File: src/rtl/vga_line_doubler.sv
// Ping-pong line buffer: captures one source line while replaying the previous
// one across VGA lines, so each source line repeats until the next swap.
module vga_line_doubler #(
  parameter int LINE_PIXELS = 160,
  parameter int H_SHIFT     = 2,
  parameter int H_MAX       = 799
) (
  input  logic       clk,
  input  logic       reset,
  input  logic       pix_valid,
  input  logic [6:0] pix_color,
  input  logic       line_start,
  input  logic [9:0] hpos,
  input  logic [9:0] vpos,
  input  logic       display_on,
  input  logic       hsync_in,
  input  logic       vsync_in,
  output logic [6:0] color_out,
  output logic       hsync_out,
  output logic       vsync_out,
  output logic       de_out,
  output logic       overrun
);
  localparam int WW = $clog2(LINE_PIXELS + 1);
  localparam int AW = (LINE_PIXELS > 1) ? $clog2(LINE_PIXELS) : 1;
  localparam logic [WW-1:0] WR_FULL = WW'(LINE_PIXELS);
  localparam logic [9:0]    RD_LAST = 10'(LINE_PIXELS - 1);

  logic [6:0]    r_bank0 [LINE_PIXELS];
  logic [6:0]    r_bank1 [LINE_PIXELS];
  logic [WW-1:0] r_wr_x;
  logic          r_wb;
  logic          r_rb;
  logic          r_cur_rb;
  logic [6:0]    r_rd_data;
  logic          r_de_d1;
  logic          r_hs_d1;
  logic          r_vs_d1;

  logic          w_swap;
  logic          w_wr_en;
  logic          w_drop;
  logic          w_wr_bank;
  logic          w_hend;
  logic          w_clamp;
  logic [AW-1:0] w_wr_addr;
  logic [AW-1:0] w_rd_addr;
  logic [9:0]    w_src_x;
  logic          w_unused_vpos;

  // An empty line (nothing written) never swaps, so the last good line keeps showing.
  assign w_swap    = line_start && (r_wr_x != '0);
  assign w_wr_en   = pix_valid && !reset && (line_start || (r_wr_x < WR_FULL));
  assign w_drop    = pix_valid && !line_start && (r_wr_x == WR_FULL);
  assign w_wr_bank = w_swap ? ~r_wb : r_wb;
  assign w_wr_addr = line_start ? '0 : r_wr_x[AW-1:0];

  assign w_hend    = (hpos == 10'(H_MAX));
  assign w_src_x   = hpos >> H_SHIFT;
  assign w_clamp   = (w_src_x > RD_LAST);
  assign w_rd_addr = w_clamp ? RD_LAST[AW-1:0] : w_src_x[AW-1:0];

  assign w_unused_vpos = ^vpos;

  always_ff @(posedge clk) begin
    if (w_wr_en) begin
      if (w_wr_bank) begin
        r_bank1[w_wr_addr] <= pix_color;
      end else begin
        r_bank0[w_wr_addr] <= pix_color;
      end
    end
  end

  // cur_rb only reloads at end of VGA line and sees a same-cycle swap.
  always_ff @(posedge clk) begin
    if (reset) begin
      r_wr_x   <= '0;
      r_wb     <= 1'b0;
      r_rb     <= 1'b1;
      r_cur_rb <= 1'b1;
      overrun  <= 1'b0;
    end else begin
      if (line_start) begin
        if (w_swap) begin
          r_rb <= r_wb;
          r_wb <= ~r_wb;
        end
        r_wr_x <= pix_valid ? WW'(1) : '0;
      end else if (w_wr_en) begin
        r_wr_x <= r_wr_x + WW'(1);
      end
      if (w_hend) begin
        r_cur_rb <= w_swap ? r_wb : r_rb;
      end
      overrun <= w_drop;
    end
  end

  always_ff @(posedge clk) begin
    if (reset) begin
      r_rd_data <= 7'd0;
      r_de_d1   <= 1'b0;
      r_hs_d1   <= 1'b0;
      r_vs_d1   <= 1'b0;
      color_out <= 7'd0;
      de_out    <= 1'b0;
      hsync_out <= 1'b0;
      vsync_out <= 1'b0;
    end else begin
      r_rd_data <= r_cur_rb ? r_bank1[w_rd_addr] : r_bank0[w_rd_addr];
      r_de_d1   <= display_on;
      r_hs_d1   <= hsync_in;
      r_vs_d1   <= vsync_in;
      color_out <= r_de_d1 ? r_rd_data : 7'd0;
      de_out    <= r_de_d1;
      hsync_out <= r_hs_d1;
      vsync_out <= r_vs_d1;
    end
  end
endmodule

File: config.mk
export PLATFORM = sky130hd
export DESIGN_NAME = vga_line_doubler
export DESIGN_NICKNAME = d
export VERILOG_FILES = /design/src/rtl/vga_line_doubler.sv
export SDC_FILE = /design/constraint.sdc
export NUM_CORES = 2
export LEC_CHECK = 0
export BUFFER_PORTS_ARGS = -buffer_cell sky130_fd_sc_hd__buf_2
export CORE_UTILIZATION = 55
export CTS_CLUSTER_SIZE = 40
export DETAILED_ROUTE_END_ITERATION = 10
export PLACE_DENSITY = 0.71
export REMOVE_ABC_BUFFERS = 1
export SETUP_SLACK_MARGIN = 0.3
export SLEW_MARGIN = 20
export SYNTH_ARGS = -nofsm -noshare
export SYNTH_HDL_FRONTEND = slang
export SYNTH_SLANG_ARGS = --single-unit
export TNS_END_PERCENT = 30
File: constraint.sdc
create_clock -name clk -period 4.45 [get_ports clk]
set_clock_uncertainty 0.15 [all_clocks]
set_input_delay 0.445 -clock clk [delete_from_list [all_inputs] [get_ports clk]]
set_output_delay 0.445 -clock clk [all_outputs]
set_load 0.005 [all_outputs]
==> reports/qor.csv <==
metric,value,unit
outcome,finished with violations,
violations,negative hold slack,
core-area,163000,um^2
final-max-slew-violation-count,0,
worstHoldStart,pix_color[4],
yosysSeqAreaShare,74.8,%
synth_edf_count,2240,
slew_headroom,16.9,%
fin_crit_sh,90.1,%
cts_buffers,216,
vias_per_cell,7.08,
switching_share,23.3,%
r2r-end,r_bank0[68][6],
gr-total-overflow,0,
internal_power,34.3,mW
rows,148,
min_path_type,input pin to flop,
dieArea,167000,um^2
dr.pass1.iters,6,
root_buffer,clkbuf_16,
max-vdd-ir-drop,0.467,mV
rrSetupSlack,440,ps
worstMarginPinSlew,1240,ps
worst-path-max-fanout,12,
synth_top_area_share,74.1,%
maxCapViolations,0,
synthFlopType,edfxtp_1,
setup_viol,0,
tritoncts,done,
grt_pass1_wl,412000,um
io_pins,45,
comb_power_share,7.3,%
cts_buffer_depth,3,
h-tree-depth,4,
synth_top_area_cell,edfxtp_1,
drtIter0Drc,10200,
grt_pass1_vias,56000,
wl_per_cell,35.1,um
area_growth,12.9,%
arrival,4320,ps
syn_area,90800,um^2
rsz0062_at_grt,no,
drt_wl_total,294000,um
hpwl,180000,um
synthDistinctLibCells,86,
place.gp.congestion,0.970,
power_frac_seq,52.6,%
whs,-21.2,ps
place_ws,-56.8,ps
fin_crit,4010,ps
cp-start-kind,flop,
fin_nets,6038,
tns,0,ps
initial_utilization,55.6,%
clock_power_share,40.0,%
grt_max_degree,155,
yosys_warnings,0,
fin_ws,439,ps
vias,59300,
antenna_found_initial,27,
endpoint_kind,flop,
hold_violations,2,
cts_resized,0,
clk_latency,870,ps
dieWidth,408,um
r2r_start,r_wr_x[0],
syn_area_per_cell,15.6,um^2
synth_seq_cells,2272,
r2r_cells,9,
p_per_area,436,nW/um^2
p_switching,10.4,mW
min_to,r_bank0[83][4],
fmax,249,MHz
clkTransAtPathRegs,60,ps
cts_sinks,2272,
grt_usage,34.8,%
p_leak,32.8,nW
synth-async-reset-ratio,0,%
ant_nets,0,
die_y,408,um
layout-drive-gt1-share,15.6,%
drcViolationCount,0,
holdPathStages,1,
syn_inst,5805,
port_buffers,34,
cp.required,4760,ps
critical_path_class,flop to flop,
synth_area_leaders,"edfxtp_1 74%, mux2i_1 2.4%, mux4_2 2.0%, o221ai_1 1.9%, nand2_1 1.9%",
==> worst max-delay path: stages, from the launching register on <==
cell and delay (ps):
dfxtp_1 530, inv_1 150, ha_1 260, nand3_1 80, nand2_1 90, xor2_1 230, and2_1 340, and3_1 290
nand2_1 610, nor2_1 850
==> cell type report <==
cell class	instances	area, um^2
clock buffer	287	5900
tap	2175	2720
inverter	17	72.6
sequential	2272	67900
multi-input combinational	3065	20700
fill	11500	60900
clock inverter	115	972
timing repair buffer	430	4160
antenna	20	50.0
==> cells in the mapped netlist, types with 8 or more instances <==
master,n
nand2_1,449
mux4_2,81
nand2b_1,10
a2111oi_0,24
a311oi_1,34
nor3_1,58
o32a_1,10
nand3_1,135
o211ai_1,61
and3_1,48
buf_4,46
o22ai_1,76
a211o_1,9
o31ai_1,11
nor4_1,20
nor2b_1,56
a22o_1,15
mux2_2,104
nand4_1,22
or3_1,9
mux2i_1,217
a41oi_1,9
o32ai_1,20
inv_1,14
a31oi_1,80
a21oi_1,258
a221oi_1,20
dfxtp_1,32
edfxtp_1,2240
o21ai_1,9
o311ai_0,19
o21ai_0,210
or2_2,14
buf_2,225
nor2_1,422
o2111ai_1,23
and2_1,43
clkbuf_1,141
a211oi_1,127
buf_6,18
o311a_1,8
a311o_1,8
o221ai_1,195
buf_1,19
a22oi_1,43
==> power by group through the flow <==
stage	sequential, mW	clock, mW	combinational (mW)
floorplan	24.0	0	1.30
global placement	24.0	0	3.06
detailed placement	24.0	0	3.10
CTS	23.5	17.9	3.13
global route	23.5	18.7	3.30
finish	23.5	17.9	3.28
==> logic make-up (layout without fill, tap and decap cells) <==
| group | Yosys count | count (layout) | share of synthesized area (%) |
|---|---|---|---|
| AND/OR/NAND/NOR | 1311 | 1311 | 6.45 |
| XOR/XNOR | 6 | 6 | 0.0579 |
| other | 0 | 20 | 0 |
| multiplexers | 402 | 402 | 5.69 |
| adder cells (fa/ha/maj) | 2 | 2 | 0.0276 |
| flip-flops | 2272 | 2272 | 74.8 |
| AO/OA/AOI/OAI | 1344 | 1344 | 10.3 |
| buffers and inverters | 468 | 849 | 2.60 |
==> registers in the layout, summed over array words and instances, names as in the netlist <==
name       cells
hsync_out      1
r_wr_x         8
r_rb           1
r_vs_d1        1
r_rd_data      7
color_out      7
overrun        1
r_wb           1
r_cur_rb       1
r_bank1     1120
r_hs_d1        1
r_bank0     1120
vsync_out      1
r_de_d1        1
de_out         1
==> metrics by stage <==
stage	cell area, um^2	total power [mW]	hold slack [ps]	utilization, %	cells
after floorplan	88500	25.3	256	-	5354
after global placement	95400	27.0	280	58.4	7941
after detailed placement	95400	27.1	290	58.4	7941
after CTS	102000	44.5	37.1	62.7	8361
after global routing	102000	45.5	18.8	62.7	8365
final	102000	44.7	-21.2	62.7	8381
==> layer usage <==
| metal | global-route usage, % | share of wire (%) |
|---|---|---|
| met5 | 0 | 0.053 |
| met4 | 19.8 | 6.4 |
| met3 | 10.4 | 15 |
| met2 | 51.2 | 44 |
| met1 | 46.3 | 34 |
==> cell usage in the layout (no fill, tap or decap), types with 58 or more instances in the layout <==
cell type,n
clkbuf_16,220
nor3_1,58
nor2_1,418
o221ai_1,195
a211oi_1,127
nand2_1,438
mux4_2,81
a21oi_1,255
o211ai_1,61
buf_4,307
nand3_1,125
o22ai_1,76
buf_12,71
mux2i_1,217
mux2_2,104
a31oi_1,80
o21ai_0,210
edfxtp_1,2240
==> timing repair <==
action,in CTS,in global routing
hold endpoints to repair,337,0
hold buffers,18,0
buffers inserted,0,0
==> worst max path at each step <==
| stage | startpoint | end | slack (ps) | depth (start not counted) |
|---|---|---|---|---|
| floorplan | hpos[8] | r_rd_data[2] | -7110 | 8 |
| global placement | hpos[3] | r_rd_data[2] | -560 | 11 |
| detailed placement | hpos[8] | r_rd_data[2] | -60 | 12 |
| CTS | r_wr_x[4] | r_bank0[68][1] | 640 | 8 |
| global route | r_wr_x[4] | r_bank0[68][4] | 340 | 8 |
| finish | r_wr_x[0] | r_bank0[68][6] | 440 | 9 |
(Power assumes the default switching activity.)
